## src/rtl/gpio_apb_pkg.sv

```systemverilog
// Shared definitions for the GPIO APB arbiter: FSM state encoding and the
// register map of the GPIO slave it drives.
package gpio_apb_pkg;

    // Arbiter FSM states.
    typedef enum logic [1:0] {
        ST_IDLE   = 2'd0,
        ST_SETUP  = 2'd1,
        ST_ACCESS = 2'd2,
        ST_ERR    = 2'd3
    } apb_state_t;

    // GPIO slave register map.
    localparam logic [7:0] GPIO_PSL = 8'h00;  // pin select (write)
    localparam logic [7:0] GPIO_DIR = 8'h04;  // direction (write)
    localparam logic [7:0] GPIO_SET = 8'h08;  // set output bits (write)
    localparam logic [7:0] GPIO_CLR = 8'h0C;  // clear output bits (write)
    localparam logic [7:0] GPIO_IN  = 8'h10;  // input pins (read)

endpackage

```

## src/rtl/rr_arbiter2.sv

```systemverilog
// Two-way round-robin picker. The requester that was not granted last wins a
// tie; a lone requester always wins. The pointer moves only when the caller
// accepts the pick.
module rr_arbiter2 (
    input  logic       PCLK,
    input  logic       PRESETn,   // synchronous, active-high
    input  logic [1:0] req,
    input  logic       advance,   // pick accepted this cycle
    output logic       valid,
    output logic       sel        // 0 = requester 0, 1 = requester 1
);

    logic last_q;  // index of the requester granted most recently

    // Pick a winner from the current requests and the last-granted pointer.
    always_comb begin
        // NOTE: every output gets a default first so no path leaves it unassigned (no latch).
        valid = |req;
        sel   = 1'b0;
        if (req == 2'b11) begin
            sel = ~last_q;
        end else begin
            sel = req[1];
        end
    end

    // Remember who was granted; reset points at requester 1 so requester 0 wins the first tie.
    always_ff @(posedge PCLK) begin
        // NOTE: sequential state uses non-blocking assignments so all registers update together.
        if (PRESETn) begin
            last_q <= 1'b1;
        end else if (advance) begin
            last_q <= sel;
        end
    end

endmodule

```

## src/rtl/gpio_apb_arbiter.sv

```systemverilog
// Arbitrates two command requesters onto a single APB master port toward a
// GPIO slave. Legal commands run a SETUP/ACCESS transfer; illegal ones are
// rejected through a one-cycle ERR state without touching the bus.
module gpio_apb_arbiter
    import gpio_apb_pkg::*;
#(
    parameter int ADDR_W = 8,
    parameter int DATA_W = 8
) (
    input  logic              PCLK,
    input  logic              PRESETn,   // synchronous, active-high despite the name
    input  logic              req0,
    input  logic              req1,
    input  logic              wr0,
    input  logic              wr1,
    input  logic [ADDR_W-1:0] addr0,
    input  logic [ADDR_W-1:0] addr1,
    input  logic [DATA_W-1:0] wdata0,
    input  logic [DATA_W-1:0] wdata1,
    output logic              gnt0,
    output logic              gnt1,
    output logic              done0,
    output logic              done1,
    output logic              err,
    output logic [DATA_W-1:0] rdata,
    output logic              PSEL,
    output logic              PENABLE,
    output logic              PWrite,
    output logic [ADDR_W-1:0] PADDR,
    output logic [DATA_W-1:0] PWDATA,
    input  logic [DATA_W-1:0] PRDATA
);

    apb_state_t        state_q, state_d;
    logic              owner_q;
    logic              cmd_wr_q;
    logic [ADDR_W-1:0] cmd_addr_q;
    logic [DATA_W-1:0] cmd_wdata_q;
    logic [1:0]        done_q, done_d;
    logic              err_q, err_d;
    logic [DATA_W-1:0] rdata_q;

    logic              arb_valid;
    logic              arb_sel;
    logic              load;

    logic              sel_wr;
    logic [ADDR_W-1:0] sel_addr;
    logic [DATA_W-1:0] sel_wdata;

    // Writes go to the four control registers, reads only to the input register.
    function automatic logic cmd_legal(input logic wr, input logic [ADDR_W-1:0] addr);
        if (wr) begin
            return (addr == ADDR_W'(GPIO_PSL)) || (addr == ADDR_W'(GPIO_DIR)) ||
                   (addr == ADDR_W'(GPIO_SET)) || (addr == ADDR_W'(GPIO_CLR));
        end
        return addr == ADDR_W'(GPIO_IN);
    endfunction

    rr_arbiter2 u_rr (
        .PCLK    (PCLK),
        .PRESETn (PRESETn),
        .req     ({req1, req0}),
        .advance (load),
        .valid   (arb_valid),
        .sel     (arb_sel)
    );

    assign sel_wr    = arb_sel ? wr1    : wr0;
    assign sel_addr  = arb_sel ? addr1  : addr0;
    assign sel_wdata = arb_sel ? wdata1 : wdata0;

    assign done0 = done_q[0];
    assign done1 = done_q[1];
    assign err   = err_q;
    assign rdata = rdata_q;

    // Next-state logic plus bus and grant outputs decoded from the current state.
    always_comb begin
        state_d = state_q;
        load    = 1'b0;
        done_d  = 2'b00;
        err_d   = 1'b0;
        gnt0    = 1'b0;
        gnt1    = 1'b0;
        PSEL    = 1'b0;
        PENABLE = 1'b0;
        PWrite  = 1'b0;
        PADDR   = '0;
        PWDATA  = '0;
        case (state_q)
            ST_IDLE: begin
                if (arb_valid) begin
                    load    = 1'b1;
                    state_d = cmd_legal(sel_wr, sel_addr) ? ST_SETUP : ST_ERR;
                end
            end
            ST_SETUP: begin
                gnt0    = ~owner_q;
                gnt1    = owner_q;
                PSEL    = 1'b1;
                PWrite  = cmd_wr_q;
                PADDR   = cmd_addr_q;
                PWDATA  = cmd_wdata_q;
                state_d = ST_ACCESS;
            end
            ST_ACCESS: begin
                PSEL    = 1'b1;
                PENABLE = 1'b1;
                PWrite  = cmd_wr_q;
                PADDR   = cmd_addr_q;
                PWDATA  = cmd_wdata_q;
                done_d  = owner_q ? 2'b10 : 2'b01;
                state_d = ST_IDLE;
            end
            ST_ERR: begin
                gnt0    = ~owner_q;
                gnt1    = owner_q;
                done_d  = owner_q ? 2'b10 : 2'b01;
                err_d   = 1'b1;
                state_d = ST_IDLE;
            end
            default: state_d = ST_IDLE;
        endcase
    end

    // FSM state register.
    always_ff @(posedge PCLK) begin
        if (PRESETn) begin
            state_q <= ST_IDLE;
        end else begin
            state_q <= state_d;
        end
    end

    // Latch the winning command, register done/err pulses and capture read data.
    always_ff @(posedge PCLK) begin
        if (PRESETn) begin
            owner_q     <= 1'b0;
            cmd_wr_q    <= 1'b0;
            cmd_addr_q  <= '0;
            cmd_wdata_q <= '0;
            done_q      <= 2'b00;
            err_q       <= 1'b0;
            rdata_q     <= '0;
        end else begin
            done_q <= done_d;
            err_q  <= err_d;
            if (load) begin
                owner_q     <= arb_sel;
                cmd_wr_q    <= sel_wr;
                cmd_addr_q  <= sel_addr;
                // Reads carry zero write data so PWDATA stays 0 on read transfers.
                cmd_wdata_q <= sel_wr ? sel_wdata : '0;
            end
            if (state_q == ST_ACCESS && !cmd_wr_q) begin
                rdata_q <= PRDATA;
            end
        end
    end

endmodule
```

## config.mk

```make
export PLATFORM = sky130hd
export DESIGN_NAME = gpio_apb_arbiter
export DESIGN_NICKNAME = d
export VERILOG_FILES = /design/src/rtl/gpio_apb_pkg.sv /design/src/rtl/rr_arbiter2.sv /design/src/rtl/gpio_apb_arbiter.sv
export SDC_FILE = /design/constraint.sdc
export NUM_CORES = 1
export LEC_CHECK = 0
export BUFFER_PORTS_ARGS = -buffer_cell sky130_fd_sc_hd__buf_2
export CORE_UTILIZATION = 41
export DETAILED_ROUTE_END_ITERATION = 10
export GPL_ROUTABILITY_DRIVEN = 0
export PLACE_DENSITY_LB_ADDON = 0.3
export RECOVER_POWER = 25
export SLEW_MARGIN = 20
export SYNTH_ARGS = -nofsm -noshare
export SYNTH_HDL_FRONTEND = slang
export SYNTH_SLANG_ARGS = --single-unit
```

## constraint.sdc

```tcl
create_clock -name PCLK -period 1.6 [get_ports PCLK]
set_clock_uncertainty 0.15 [all_clocks]
set_input_delay 0.24 -clock PCLK [delete_from_list [all_inputs] [get_ports PCLK]]
set_output_delay 0.24 -clock PCLK [all_outputs]
set_load 0.01 [all_outputs]
```

### Word-level counts from Yosys, hierarchy flattened

Cells that the tools add are included.

* add/subtract/negate cells: 0
* $mul: 0
* div/mod/pow operators: 0
* order comparisons: 0
* eq/ne operators: 9
* shift-type cells: 0
* mux-type cells: 26
* bitwise operators: 3
* reduce and logical (&&, ||, !) cells: 12

Operators by type and width (number)
* $mux 8: 5
* $mux 1: 17
* $eq 8x4->1 const B: 2
* $reduce_or 2->1: 5
* $eq 8x3->1 const B: 1
* $eq 8x5->1 const B: 1
* $logic_not 8->1: 1
* $eq 2x2->1 const B: 3
* $mux 2: 3
* $pmux 2 s3: 1
* $logic_or 1x1->1: 3
* $not 1->1: 3
* $eq 2x1->1 const B: 1
* $logic_not 2->1: 1
* $ne 2x2->1 const B: 1
* $logic_and 1x1->1: 1
* $logic_not 1->1: 1

* register bits after elaboration: 32
* bits in latches: 0
* RAM bits: 0
* ROM bits: 0
* input port bits: 46
* output and inout bits: 32
* logic and storage cells: 59
* memories kept: 0

### Longest topological paths before layout

* depth after elaboration: 14
* gate-level depth with buffers: 7
* depth with buffers taken out: 6

### Modules after synthesis

From an unflattened synthesis, not the netlist that was laid out.

* cell total of the unflattened synthesis: 181
* area total of the unflattened synthesis: 1592.8 um^2

Modules (own cells, without submodules)
* gpio_apb_arbiter: instances 1, cells an instance 176, area each 1544.0 um^2, sequential area each 620.6 um^2
* rr_arbiter2: instances 1, cells an instance 5, area each 48.8 um^2, sequential area each 20.0 um^2

### Worst setup path before layout

No wires, ideal clock.

* path kind: register to register
* from: reg state_q[0]
* to: reg cmd_wdata_q[6]
* library setup time: 0.070 ns
* arrival time: 1.472 ns
* required time: 1.380 ns
* setup slack: -0.092 ns
* cell stages (with the launch flop): 7
* buffers on the path: 1
* clock period less this slack: 1.692 ns
* cells stage by stage: dfxtp_1 > inv_1 > ha_1 > o21ai_1 > clkbuf_1 > or3_1 > a21oi_1

* word-level cells in the longest chain between the ends: 2

Ends and longest elaborated chain
* start: declaration: RTL line gpio_apb_arbiter.sv:34 `apb_state_t state_q, state_d;`
* start signal: assignment: RTL line gpio_apb_arbiter.sv:132 `state_q <= state_d;`
* $logic_not 2->1: RTL line gpio_apb_arbiter.sv:91 `case (state_q)`
* $mux 1: RTL line gpio_apb_arbiter.sv:91
* end signal: assignment: RTL line gpio_apb_arbiter.sv:154 `cmd_wdata_q <= sel_wr ? sel_wdata : '0;`
* end: declaration: RTL line gpio_apb_arbiter.sv:38 `logic [DATA_W-1:0] cmd_wdata_q;`

Every way passes these cells.
A chain may end at the register's enable or synchronous reset.

### Worst setup path in the final report

* from: reg state_q[0]
* to: out PWrite

* word-level cells in the longest chain between the ends: 3
* elaborated cells on any way between the ends: 4
* classes of those cells: eq/ne (2); mux (1); reduce/logical (1)

Ends and longest elaborated chain
* $eq 2x2->1 / $eq 2x1->1 (equally long branches): RTL line gpio_apb_arbiter.sv:91
* $reduce_or 2->1 (no line) (*)
* $mux 1 (*): RTL line gpio_apb_arbiter.sv:91
* end: declaration: RTL line gpio_apb_arbiter.sv:28 `output logic PWrite,`

Every way passes the cells marked *; elsewhere a longest branch is shown, timed or not.

==> results.toml <==
[synthesis]
synth.area.top_cells = "dfxtp_1 41%, mux2i_1 15%, and2_1 6.7%"
yosysUniqueCellTypes = 30
ys_async_sr_fraction_pct = 0
syn_area_mm2 = 0.001582
ys_seq_area_share_pct = 40.51
yosys.area.top_type_share_pct = 40.51
synth_nets = 227
yosys.area.top_type = "dfxtp_1"
yosysWarnings = 0
postSynthCellCount = 176
ys.flop_type = "dfxtp_1"
synth-seq-cells = 32
syn_avg_cell_area_um2 = 8.986
synth-edff-count = 0

[routing]
wl_per_cell_um = 12.01
dr.first_iter.drc_count = 35
via_per_inst = 4.861
wirelength_mm = 3.808
num_vias = 1541
drt_pass1_iterations = 4
drc = 0
antenna_left = 0

[layout]
fin_area_mm2 = 0.002386
syn_to_final_growth_pct = 50.87
n_fill_cell = 327
layout_commonest_cell = "buf_2"
layout_common_cells = "70 x buf_2, 29 x dfxtp_1, 24 x nor2_1"
final-seq-area_um2 = 644.4
num_antenna_cells = 0
final_util_pct = 64.69
drive_gt1_share_pct = 44.24
multiInputGateArea_um2 = 988.4
nets = 319

[timing]
rsz0062_at_grt = "yes"
fin_ws_ps = -87.82
setup_viol = 19
tns_ps = -1306
period_needed_ps = 1688
slew_headroom_pct = 66.10
holdWs_ps = 47.13
min_period_over_period_pct = 105.5
max_freq_ghz = 0.5925
timing_hold_violations_final = 0
worst_pin_slew_ps = 508.5
slew_violations = 0

[global_route]
track_usage_pct = 19.25
grt_start_max_net_pins = 27
grt.overflow.total = 0
grt_pass1_wl_mm = 6.092
grt_pass1_vias = 1408
antenna_found_initial = 0

[clock_tree]
tritoncts = "yes"
cts_root_buf = "clkbuf_8"
clock-sinks = 32
cts_hold_buf = 0
htreeDepth = 2
clkSlewWorstSetupHoldPaths_ps = 60
numCtsBuffers = 5
clk_latency_ps = 280
clock_path_buffers = 2

[die]
die_w_um = 64.11
ios = 78
rows = 22
start_util_pct = 42.88
die_y_um = 64.11
core_area_mm2 = 0.003689
die_area_mm2 = 0.004109

[power_and_ir_drop]
sw_frac_of_total_pct = 29.29
pwr-share-comb_pct = 34.1
power_leakage_nw = 1.086
clkPwrFrac_pct = 30.7
ir_drop_v = 0.0007516
power.net_switching_mw = 0.7987
p_int_mw = 1.928
p_seq_share_pct = 35.2
powerDensity_mw_per_mm2 = 1143

[worst_setup_path]
worstSetupPathType = "reg -> out"
critPathLaunchType = "register"
crit_arrival_ps = 1300
cp.required_ps = 1210
cpPeakStageDelay_ps = 350
rr_worst_depth = 5
reg2reg_to = "cmd_wdata_q[0]"
cp_cell_sequence = "inv_2 > ha_4 > and2_1 > buf_2"
cp_slowest_cell = "ha_4"
r2r_slack_ps = 20
worstSetupEndpointType = "output port"
r2r_start = "u_rr.last_q"
startpoint = "state_q[0]"
endpoint = "PWrite"
path_max_fanout = 18

[outcome]
outcome = "complete, but fails checks"
violations = "negative setup slack"

[place]
hpwlAfterDp_mm = 2.644
place_area_mm2 = 0.002116
port_buffers = 77

[run]
drv_cap = 0

[hold_path]
min_path_type = "in -> reg"
cell type report:
| cell class | count | area share, % |
|---|---|---|
| clock inverters | 1 | 1.259 |
| clock buffers | 7 | 4.038 |
| inverters | 3 | 0.4719 |
| repair buffers | 94 | 23.28 |
| well taps | 48 | 2.517 |
| flip-flops and latches | 32 | 27.01 |
| multi-input cells | 132 | 41.43 |
critical path, delay by kind of cell (launching register included):
| family | cells | cell delay (ps) |
|---|---|---|
| simple gates | 1 | 150 |
| buf+inv | 2 | 180 |
| fa+ha+maj | 1 | 350 |
| flops | 1 | 340 |
cell usage after synthesis, drive strengths merged, types with 2 or more instances:
master,count
clkbuf,6
inv,3
or3,8
mux2i,25
ha,5
nand2,9
nor2b,3
nor4,2
a21oi,12
a31oi,2
nor2,25
o21ai,2
a211oi,9
buf,4
dfxtp,32
nand3,3
and2,17
per-stage QoR:
step                std cells  worst slack (ps)  power, mW
floorplan                 176            -62.43      1.447
global placement          306            -137.9      1.765
detailed placement        306            -112.0      1.776
CTS                       315            -98.14      2.705
global route              317            -156.3      2.891
finish                    317            -87.82      2.727
how the worst min path moves through the flow:
stage,cells past startpoint,to,slack (ps),from
detailed placement,2,cmd_wdata_q[5],290,cmd_wdata_q[5]
finish,3,rdata[1],50,PRDATA[1]
global route,3,rdata[7],50,PRDATA[7]
floorplan,2,rdata[0],240,PRDATA[0]
CTS,3,rdata[1],40,PRDATA[1]
global placement,2,cmd_wdata_q[2],290,cmd_wdata_q[2]
per-layer routing:
metal  vias to the layer above  global-route usage, %  part of all wire [%]
li1                        799                      -                     -
met1                       683                  21.98                    46
met2                        55                  34.18                    49
met3                         4                  5.357                   4.6
met4                         0                  6.667                  0.92
met5                         -                      0                     0
power by group through the flow:
stage / combinational [mW] / clock, mW / sequential [mW]
detailed placement: 0.809 / 0 / 0.967
finish: 0.930 / 0.837 / 0.959
global route: 1.03 / 0.894 / 0.970
global placement: 0.800 / 0 / 0.965
floorplan: 0.471 / 0 / 0.976
CTS: 0.885 / 0.865 / 0.955
flip-flops by register name, summed over array words and instances, names as in the netlist:
register	flops
u_rr.last_q	1
err	1
cmd_addr_q	8
cmd_wr_q	1
state_q	2
rdata	8
done_q	2
cmd_wdata_q	8
owner_q	1
cells by family (layout without fill, tap and decap cells):
family / Yosys count / in the layout / synth area share [%]
buf+inv: 13 / 105 / 4.113
mux: 25 / 26 / 16.06
simple gates: 71 / 71 / 22.71
compound gates: 30 / 30 / 12.66
fa+ha+maj: 5 / 5 / 3.956
flops: 32 / 32 / 40.51
what timing repair did:
item,4_1_cts,5_1_grt
resized for setup,17,16
gates cloned,1,0
setup endpoints to repair,29,33
setup buffers,0,2
pin swaps,3,8
Power figures use the tool's default switching activity.
